File: src/rtl/battleship_pkg.sv
// Shared Battleship definitions: keypad codes and the entry-sequencer state encoding.
// The keypad scanner and display logic import these too.
package battleship_pkg;

  localparam logic [3:0] KEY_CLR       = 4'hC;
  localparam logic [3:0] KEY_BKSP      = 4'hD;
  localparam logic [3:0] KEY_CONFIRM   = 4'hE;
  localparam logic [3:0] KEY_MAX_DIGIT = 4'h9;

  // Encoding doubles as the display stage code.
  typedef enum logic [2:0] {
    ST_WAIT_ROW     = 3'd0,
    ST_WAIT_COL     = 3'd1,
    ST_WAIT_CONFIRM = 3'd2,
    ST_ISSUE        = 3'd3,
    ST_WAIT_RESULT  = 3'd4,
    ST_DONE         = 3'd5
  } state_e;

  function automatic logic is_digit(input logic [3:0] key);
    return key <= KEY_MAX_DIGIT;
  endfunction

endpackage

File: src/rtl/shot_entry_ctrl_timer.sv
// Idle counter for partially entered shots; expired is asserted while enabled
// and the count sits at its terminal value.
module entry_timer #(
  parameter int unsigned TIMEOUT_CYCLES = 500_000_000
) (
  input  logic clk,
  input  logic rst_n,
  input  logic clr,
  input  logic en,
  output logic expired
);

  localparam int unsigned   TW   = (TIMEOUT_CYCLES > 1) ? $clog2(TIMEOUT_CYCLES) : 1;
  localparam logic [TW-1:0] LAST = TW'(TIMEOUT_CYCLES - 1);

  logic [TW-1:0] cnt_q, cnt_d;

  assign expired = en && (cnt_q == LAST);

  // Exact-match terminal count; restart from zero rather than wrapping.
  always_comb begin
    cnt_d = cnt_q;
    if (clr || expired) begin
      cnt_d = '0;
    end else if (en) begin
      cnt_d = cnt_q + TW'(1);
    end
  end

  always_ff @(posedge clk or negedge rst_n) begin
    if (!rst_n) begin
      cnt_q <= '0;
    end else begin
      cnt_q <= cnt_d;
    end
  end

endmodule

File: src/rtl/shot_entry_ctrl.sv
// Turn-based keypad sequencer: assembles row/col/confirm into a shot, issues it
// over valid/ready, then applies the hit/miss result to decide the next player.
module shot_entry_ctrl
  import battleship_pkg::*;
#(
  parameter int unsigned GRID           = 8,
  parameter int unsigned TIMEOUT_CYCLES = 500_000_000,
  parameter int unsigned CW             = (GRID > 1) ? $clog2(GRID) : 1
) (
  input  logic          clk,
  input  logic          rst_n,
  input  logic [3:0]    key_value,
  input  logic          key_valid,
  input  logic          shot_ready,
  input  logic          result_valid,
  input  logic          result_hit,
  input  logic          game_over,
  output logic          shot_valid,
  output logic [CW-1:0] shot_row,
  output logic [CW-1:0] shot_col,
  output logic          shot_player,
  output logic          player,
  output logic [2:0]    stage,
  output logic          err_pulse,
  output logic          timeout_pulse
);

  localparam logic [3:0] GRID_K = 4'(GRID);

  state_e        state_q, state_d;
  logic [CW-1:0] row_q, row_d;
  logic [CW-1:0] col_q, col_d;
  logic          player_q, player_d;
  logic          shot_player_q, shot_player_d;
  logic          shot_valid_q, shot_valid_d;
  logic          err_q, err_d;
  logic          tmo_q, tmo_d;
  logic [2:0]    stage_q;

  logic key_dig, key_legal;
  logic timer_clr, timer_en, timer_expired;

  assign key_dig   = is_digit(key_value);
  assign key_legal = key_dig && (key_value < GRID_K);

  assign timer_en  = (state_q == ST_WAIT_COL) || (state_q == ST_WAIT_CONFIRM);
  assign timer_clr = key_valid || (state_d != state_q);

  entry_timer #(
    .TIMEOUT_CYCLES(TIMEOUT_CYCLES)
  ) u_timer (
    .clk    (clk),
    .rst_n  (rst_n),
    .clr    (timer_clr),
    .en     (timer_en),
    .expired(timer_expired)
  );

  // Next-state logic; game_over overrides everything, a key beats a timeout.
  always_comb begin
    state_d       = state_q;
    row_d         = row_q;
    col_d         = col_q;
    player_d      = player_q;
    shot_player_d = shot_player_q;
    err_d         = 1'b0;
    tmo_d         = 1'b0;

    if (game_over) begin
      state_d = ST_DONE;
    end else begin
      unique case (state_q)
        ST_WAIT_ROW: begin
          if (key_valid) begin
            if (key_legal) begin
              row_d   = CW'(key_value);
              state_d = ST_WAIT_COL;
            end else if (key_dig || key_value == KEY_CONFIRM) begin
              err_d = 1'b1;
            end
          end
        end
        ST_WAIT_COL: begin
          if (key_valid) begin
            if (key_legal) begin
              col_d   = CW'(key_value);
              state_d = ST_WAIT_CONFIRM;
            end else if (key_value == KEY_BKSP || key_value == KEY_CLR) begin
              state_d = ST_WAIT_ROW;
            end else if (key_dig || key_value == KEY_CONFIRM) begin
              err_d = 1'b1;
            end
          end else if (timer_expired) begin
            state_d = ST_WAIT_ROW;
            tmo_d   = 1'b1;
          end
        end
        ST_WAIT_CONFIRM: begin
          if (key_valid) begin
            if (key_value == KEY_CONFIRM) begin
              state_d       = ST_ISSUE;
              shot_player_d = player_q;
            end else if (key_value == KEY_BKSP) begin
              state_d = ST_WAIT_COL;
            end else if (key_value == KEY_CLR) begin
              state_d = ST_WAIT_ROW;
            end else if (key_dig) begin
              err_d = 1'b1;
            end
          end else if (timer_expired) begin
            state_d = ST_WAIT_ROW;
            tmo_d   = 1'b1;
          end
        end
        ST_ISSUE: begin
          if (shot_ready) begin
            state_d = ST_WAIT_RESULT;
          end
        end
        ST_WAIT_RESULT: begin
          if (result_valid) begin
            if (!result_hit) begin
              player_d = ~player_q;
            end
            state_d = ST_WAIT_ROW;
          end
        end
        ST_DONE: begin
          state_d = ST_DONE;
        end
        default: begin
          state_d = ST_WAIT_ROW;
        end
      endcase
    end

    shot_valid_d = (state_d == ST_ISSUE);
  end

  always_ff @(posedge clk or negedge rst_n) begin
    if (!rst_n) begin
      state_q       <= ST_WAIT_ROW;
      row_q         <= '0;
      col_q         <= '0;
      player_q      <= 1'b0;
      shot_player_q <= 1'b0;
      shot_valid_q  <= 1'b0;
      err_q         <= 1'b0;
      tmo_q         <= 1'b0;
      stage_q       <= 3'd0;
    end else begin
      state_q       <= state_d;
      row_q         <= row_d;
      col_q         <= col_d;
      player_q      <= player_d;
      shot_player_q <= shot_player_d;
      shot_valid_q  <= shot_valid_d;
      err_q         <= err_d;
      tmo_q         <= tmo_d;
      stage_q       <= 3'(state_d);
    end
  end

  assign shot_valid    = shot_valid_q;
  assign shot_row      = row_q;
  assign shot_col      = col_q;
  assign shot_player   = shot_player_q;
  assign player        = player_q;
  assign stage         = stage_q;
  assign err_pulse     = err_q;
  assign timeout_pulse = tmo_q;

endmodule

File: config.mk
export PLATFORM = sky130hd
export DESIGN_NAME = shot_entry_ctrl
export DESIGN_NICKNAME = d
export VERILOG_FILES = /design/src/rtl/battleship_pkg.sv /design/src/rtl/shot_entry_ctrl_timer.sv /design/src/rtl/shot_entry_ctrl.sv
export SDC_FILE = /design/constraint.sdc
export NUM_CORES = 1
export LEC_CHECK = 0
export ABC_AREA = 1
export BUFFER_PORTS_ARGS = -buffer_cell sky130_fd_sc_hd__buf_2
export CAP_MARGIN = 10
export CORE_UTILIZATION = 25
export CTS_BUF_LIST = sky130_fd_sc_hd__clkbuf_4 sky130_fd_sc_hd__clkbuf_8
export CTS_CLUSTER_DIAMETER = 120
export CTS_CLUSTER_SIZE = 25
export DETAILED_ROUTE_END_ITERATION = 12
export PLACE_DENSITY = 0.44
export REMOVE_ABC_BUFFERS = 1
export SETUP_SLACK_MARGIN = 0.15
export SLEW_MARGIN = 25
export SYNTH_ARGS = -nofsm -noshare
export SYNTH_HDL_FRONTEND = slang
export SYNTH_SLANG_ARGS = --single-unit
File: constraint.sdc
create_clock -name clk -period 1.9 [get_ports clk]
set_input_delay 0.095 -clock clk [delete_from_list [all_inputs] [get_ports clk]]
set_output_delay 0.095 -clock clk [all_outputs]
set_load 0.02 [all_outputs]
==> results of run 1 <==
==> state kept, by name, summed over array words and instances, names as in the netlist <==
| name | cells |
|---|---|
| shot_player | 1 |
| shot_valid | 1 |
| err_pulse | 1 |
| stage | 3 |
| shot_col | 3 |
| u_timer.cnt_q | 29 |
| player | 1 |
| timeout_pulse | 1 |
| shot_row | 3 |
==> placed cells by master (no fill, tap or decap), drive strengths merged <==
cell type,instances
nor2,72
clkbuf,7
a21oi,3
nor3,9
o311a,1
xnor2,5
nand3,29
mux2,1
ha,1
dlygate4sd3,2
clkinv,1
nand3b,2
o21ai,9
buf,87
inv,28
mux2i,1
o21a,1
dfrtp,43
xor2,23
nand2,72
bufinv,1
nand4,7
a31oi,3
nor4,2
==> worst register-to-register path, delay by kind of cell (launching register included) <==
| family | cells | cell delay [ps] |
|---|---|---|
| buf+inv | 3 | 460 |
| flops | 1 | 470 |
| simple gates | 8 | 930 |
==> stage by stage <==
stage	TNS (ps)	std cells	worst slack [ps]
4_1_cts	0	534	29.4
3_3_place_gp	0	512	2.59
3_5_place_dp	-21.0	512	-21.0
6_report	-1.27	543	-1.27
2_1_floorplan	-13650	312	-477
5_1_grt	-1630	543	-84.0
==> layout make-up <==
type                       instances  area, um^2  area share (%)
clock buffer                       6        82.6            2.22
clock inverter                     2        35.0           0.943
inverter                          28         113            3.03
multi-input combinational        241        1540            41.6
sequential                        43        1080            29.0
tap                              133         166            4.48
timing repair buffer              90         694            18.7
==> layer usage <==
layer / vias up / share of wire [%] / wire, um
li1: 1193 / - / -
met1: 1142 / 49 / 3420
met2: 31 / 48 / 3380
met3: 4 / 2.3 / 161
met4: 0 / 0.76 / 53
met5: - / 0 / 0
==> power by group <==
part           switching [mW]  internal (mW)  total [mW]
Sequential           0.000706          0.915       0.916
Combinational          0.0737         0.0412       0.115
Clock                   0.334          0.426       0.760
Total                   0.409           1.38        1.79
==> repair_timing <==
item / in CTS / in global routing
endpoints found under the hold margin: 24 / 0
gates resized for setup: 15 / 51
hold buffers: 2 / 0
setup endpoints to repair: 29 / 31
buffers inserted: 10 / 8
pin swaps: 0 / 9
gates cloned: 2 / 1
==> how the worst max path moves through the flow <==
stage | start | end | slack (ps) | depth (start not counted)
final | stage[0] | u_timer.cnt_q[8] | -1 | 11
after global routing | u_timer.cnt_q[1] | u_timer.cnt_q[24] | -80 | 9
after CTS | u_timer.cnt_q[1] | u_timer.cnt_q[9] | 30 | 12
after detailed placement | u_timer.cnt_q[0] | u_timer.cnt_q[19] | -20 | 9
after global placement | stage[2] | u_timer.cnt_q[22] | 3 | 13
after floorplan | stage[2] | u_timer.cnt_q[0] | -480 | 11
==> logic make-up (layout without fill, tap and decap cells) <==
logic type / after synthesis / in the layout / synth area share (%)
fa+ha+maj: 1 / 1 / 0.492
mux: 2 / 2 / 0.836
buf+inv: 35 / 126 / 6.05
simple gates: 193 / 193 / 36.9
flops: 43 / 43 / 42.3
xor+xnor: 28 / 28 / 9.64
compound gates: 17 / 17 / 3.79
==> flow_metrics.py, run 1 <==
metrics = {
    "timing": {
        "rsz0062_at_grt": "true",
        "worstMarginPinSlew_ps": 616,
        "relSlewSlack_pct": 58.9,
        "maxSlewViolCount": 0,
        "final.min_clock_period_ps": 1900,
        "hold_viol_final": 0,
        "finClkSkew_ps": 8.47,
        "max_freq_mhz": 526,
        "finalWorstSetupSlack_ps": -1.27,
        "timing.final.crit_share_pct": 100,
        "holdWs_ps": 81.5,
        "setup_viol": 1,
    },
    "synth": {
        "synth_area_mm2": 0.00254,
        "synth_top_area_cell": "dfrtp_1",
        "yosysMostFrequentCell": "nand2_1",
        "synth_cell_types": 32,
        "ys.flop_type": "dfrtp_1",
        "synthCells": 319,
        "synth_edf_count": 0,
        "synth-async-reset-ratio_pct": 100,
        "synth_seq_area_share_pct": 42.3,
        "synth_commonest_cells": "nand2_1 (69), nor2_1 (60), dfrtp_1 (43)",
        "ys_ff_latch": 43,
        "syn_avg_cell_area_um2": 7.97,
        "ys_warn_count": 0,
        "synth_area_leaders": "dfrtp_1 (42%), nand2_1 (10%), nor2_1 (8.9%)",
        "synth_top_area_share_pct": 42.3,
    },
    "route": {
        "drc_errors": 0,
        "vias": 2370,
        "wirelength_um": 7010,
        "viasPerCell": 4.36,
        "ant_nets": 0,
        "drtIter0Drc": 99,
        "drt_first_pass_iters": 6,
        "routedWlPerCell_um": 12.9,
    },
    "clock_network": {
        "cts_buffer_depth": 2,
        "cts.sinks": 43,
        "tritoncts": "built",
        "clock_latency_ps": 300,
        "clk_pin_slew_worst_paths_ps": 90,
        "numCtsBuffers": 5,
        "h-tree-depth": 2,
        "clockRootBuffer": "clkbuf_8",
    },
    "setup_path": {
        "r2r_setup_slack_ps": -1,
        "critPathBufInv": 3,
        "rr_endpoint": "u_timer.cnt_q[8]",
        "slowest_delay_ps": 470,
        "r2r_cells": 11,
        "worstSetupStartpointType": "register",
        "end_kind": "register",
        "arrival_ps": 2140,
        "path_class": "register to register",
        "cp_top_family": "simple AND/OR/NAND/NOR gates",
        "crit_slowest_cell": "dfrtp_2",
        "path_max_fanout": 7,
        "required_ps": 2130,
        "cp_common_cell": "nand3_4",
        "crit_chain": "buf_6 > nand3_4 > nand2_4 > inv_4 > nor2_8 > nand2_2 > nand2_1 > nor3_2 > nand3_4 > clkbuf_16 > nor2_1",
        "rr_startpoint": "stage[0]",
    },
    "pwr": {
        "p_leak_nw": 1.61,
        "power_density_mw_per_mm2": 482,
        "ir_drop_mv": 0.323,
        "finalPower_mw": 1.79,
    },
    "worst_hold_path": {
        "worstHoldPathCells": 3,
        "min_path_type": "primary input to register",
        "hp-start": "shot_ready",
        "whs_endpoint": "stage[2]",
    },
    "floorplanning": {
        "core-area_mm2": 0.00982,
        "row_count": 36,
        "die_y_um": 103,
        "num_io_pins": 25,
        "start_util_pct": 25.9,
        "die_area_mm2": 0.0106,
        "die_x_um": 103,
    },
    "placement": {
        "place_area_mm2": 0.00312,
        "dp_hpwl_um": 4670,
        "port_buffers": 24,
        "gp_congestion": 0.831,
    },
    "global_route": {
        "grt_pass1_vias": 2284,
        "grt_antenna_before_repair": 0,
        "track_usage_pct": 13.7,
        "grt_overflow": 0,
        "grt_pass1_wl_um": 11100,
        "gr-usage-met2_pct": 21.7,
        "use_met3_pct": 2.31,
        "top_usage_layer": "met2",
        "use_met1_pct": 19.2,
        "grt_max_degree": 26,
    },
    "layout": {
        "nFillCells": 1064,
        "area_growth_pct": 46.0,
        "utilization_pct": 37.8,
        "design_area_mm2": 0.00371,
        "antenna_cells": 0,
        "layout-drive-gt1-share_pct": 41.0,
        "final_net_count": 421,
    },
    "job": {
        "cap_violations": 0,
    },
    "outcome": {
        "status": "finished, violations left",
        "violations": "setup timing",
    },
}
Power figures use the tool's default switching activity.
==> run 2: changes to the inputs <==
- CORE_ASPECT_RATIO: unset -> 0.9
==> run 2 against run 1 <==
Compared with the run above: the run now ends clean; final cell count decreased by 2.2%; register-to-register slack improved by 60 ps; total power increased by 7.2%; sequential power about the same; worst setup slack improved by 56 ps; highest routed layer unchanged; maximum frequency increased by 3.0%; via count decreased by 2.2%; clock skew increased by 1.5 ps; flip-flop and latch count unchanged; worst hold slack about the same.
==> flow_metrics.py, run 2 (synthesis gave the netlist of run 1 again) <==
metrics = {
    "placement": {
        "dp_hpwl_um": 4690,
        "gp_congestion": 0.802,
        "port_buffers": 24,
    },
    "global_route": {
        "grt_pass1_vias": 2294,
        "grt_antenna_before_repair": 0,
        "grt_pass1_wl_um": 11400,
        "grt_overflow": 0,
        "track_usage_pct": 13.7,
        "grt_max_degree": 44,
    },
    "worst_hold_path": {
        "whs_endpoint": "stage[2]",
        "hp-start": "shot_ready",
        "min_path_type": "primary input to register",
        "worstHoldPathCells": 3,
    },
    "pwr": {
        "p_leak_nw": 1.63,
        "ir_drop_mv": 0.304,
        "power_density_mw_per_mm2": 511,
    },
    "layout": {
        "nFillCells": 999,
        "multi_input_area_mm2": 0.00160,
        "layout-drive-gt1-share_pct": 42.5,
        "regMostFlops": "u_timer.cnt_q",
        "regArea_mm2": 0.00108,
        "utilization_pct": 38.4,
        "layout_commonest_cell": "nand2_1",
        "layout_common_cells": "nand2_1 (61), buf_4 (49), dfrtp_1 (41), nor2_1 (30), nor2_4 (25)",
        "antenna_cells": 0,
        "final_net_count": 416,
        "largest_reg_flops": 29,
        "area_growth_pct": 47.6,
    },
    "timing": {
        "timing.final.crit_share_pct": 97.1,
        "worstMarginPinSlew_ps": 580,
        "setup_viol": 0,
        "max_freq_mhz": 542,
        "maxSlewViolCount": 0,
        "finClkSkew_ps": 10.0,
        "relSlewSlack_pct": 61.3,
        "final.min_clock_period_ps": 1850,
        "rsz0062_at_grt": "true",
        "hold_viol_final": 0,
        "holdWs_ps": 81.6,
    },
    "setup_path": {
        "path_max_fanout": 7,
        "cp_common_cell": "nand2_2",
        "crit_slowest_cell": "dfrtp_2",
        "rr_startpoint": "stage[0]",
        "crit_chain": "inv_4 > nand3_4 > nand2_4 > inv_4 > nor2_8 > nand3_4 > nand2_2 > nand2_2 > nand2_2 > nand2_2 > nand3_4 > buf_6 > buf_16 > nor2_4",
        "slowest_delay_ps": 490,
        "arrival_ps": 2030,
        "end_kind": "register",
        "worstSetupStartpointType": "register",
        "path_class": "register to register",
        "r2r_setup_slack_ps": 50,
        "rr_endpoint": "u_timer.cnt_q[14]",
        "r2r_cells": 14,
        "required_ps": 2090,
    },
    "route": {
        "ant_nets": 0,
        "vias": 2319,
        "drc_errors": 0,
        "wirelength_um": 6770,
        "viasPerCell": 4.37,
        "drtIter0Drc": 76,
        "routedWlPerCell_um": 12.7,
        "drt_first_pass_iters": 5,
    },
    "clock_network": {
        "numCtsBuffers": 5,
        "h-tree-depth": 2,
        "clk_pin_slew_worst_paths_ps": 90,
        "cts_buffer_depth": 2,
        "cts.sinks": 43,
        "tritoncts": "built",
        "clockRootBuffer": "clkbuf_8",
        "clock_latency_ps": 300,
    },
    "job": {
        "cap_violations": 0,
    },
    "floorplanning": {
        "die_area_mm2": 0.0106,
        "start_util_pct": 26.0,
        "num_io_pins": 25,
        "row_count": 34,
        "core-area_mm2": 0.00978,
        "die_x_um": 108,
        "die_y_um": 97.7,
    },
    "outcome": {
        "status": "finished clean",
    },
}
[run 2: cell types whose count changed in the layout (fill, tap and decap cells not counted), moves of 2 or more]
cell,before,now
buf_4,59,49
buf_6,1,6
nand3_1,24,22
nand3_2,0,3
nor2_1,38,30
nor2_4,18,25
[run 2: per-layer routing]
metal / GRT usage (%) / up-vias / part of all wire, %
met5: 0 / - / 0
met4: 4.68 / 0 / 2.2
met3: 2.15 / 13 / 1.7
met2: 21.7 / 24 / 49
met1: 18.8 / 1097 / 48
li1: - / 1185 / -
[run 2: final cells by class]
cell class	count	share of cell area, %
sequential	43	28.7
clock inverter	3	1.80
inverter	28	3.00
tap	126	4.20
timing repair buffer	85	17.9
clock buffer	5	1.83
multi-input combinational	241	42.6
[run 2: power breakdown]
group	total (mW)	switching, mW	internal, mW
sequential	0.916	0.000675	0.915
combinational	0.126	0.0761	0.0498
clock	0.879	0.354	0.525
[run 2: critical path, delay by kind of cell, from the launching register on]
kind,cells,cell delay (ps)
buffers and inverters,4,410
DFF,1,490
and+or+nand+nor,10,810
[run 2: repair_timing]
action	in CTS	in global routing
gates cloned	2	0
endpoints found under the hold margin	44	0
hold buffers	2	0
buffers inserted	8	5
setup endpoints to repair	29	29
resized for setup	51	36
pin swaps	10	13
[run 2: worst max path at each step]
| stage | slack [ps] | startpoint | endpoint | cells after the start |
|---|---|---|---|---|
| 3_3_place_gp | -100 | u_timer.cnt_q[1] | u_timer.cnt_q[19] | 10 |
| 6_report | 50 | stage[0] | u_timer.cnt_q[14] | 14 |
| 4_1_cts | 50 | u_timer.cnt_q[1] | u_timer.cnt_q[9] | 13 |
| 5_1_grt | -60 | stage[1] | u_timer.cnt_q[2] | 13 |
| 2_1_floorplan | -480 | stage[2] | u_timer.cnt_q[0] | 11 |
| 3_5_place_dp | -80 | u_timer.cnt_q[1] | u_timer.cnt_q[19] | 10 |
[run 2: metrics by stage]
stage          instances  TNS, ps  setup WS, ps  area, um^2  total power [mW]
3_3_place_gp         506    -1140         -95.6        3130              1.02
4_1_cts              526        0          45.1        3580              1.95
6_report             531        0          54.9        3750              1.92
5_1_grt              531    -1370         -64.9        3750              2.01
3_5_place_dp         506     -873         -82.4        3130              1.02
2_1_floorplan        312   -13650          -477        2500             0.965
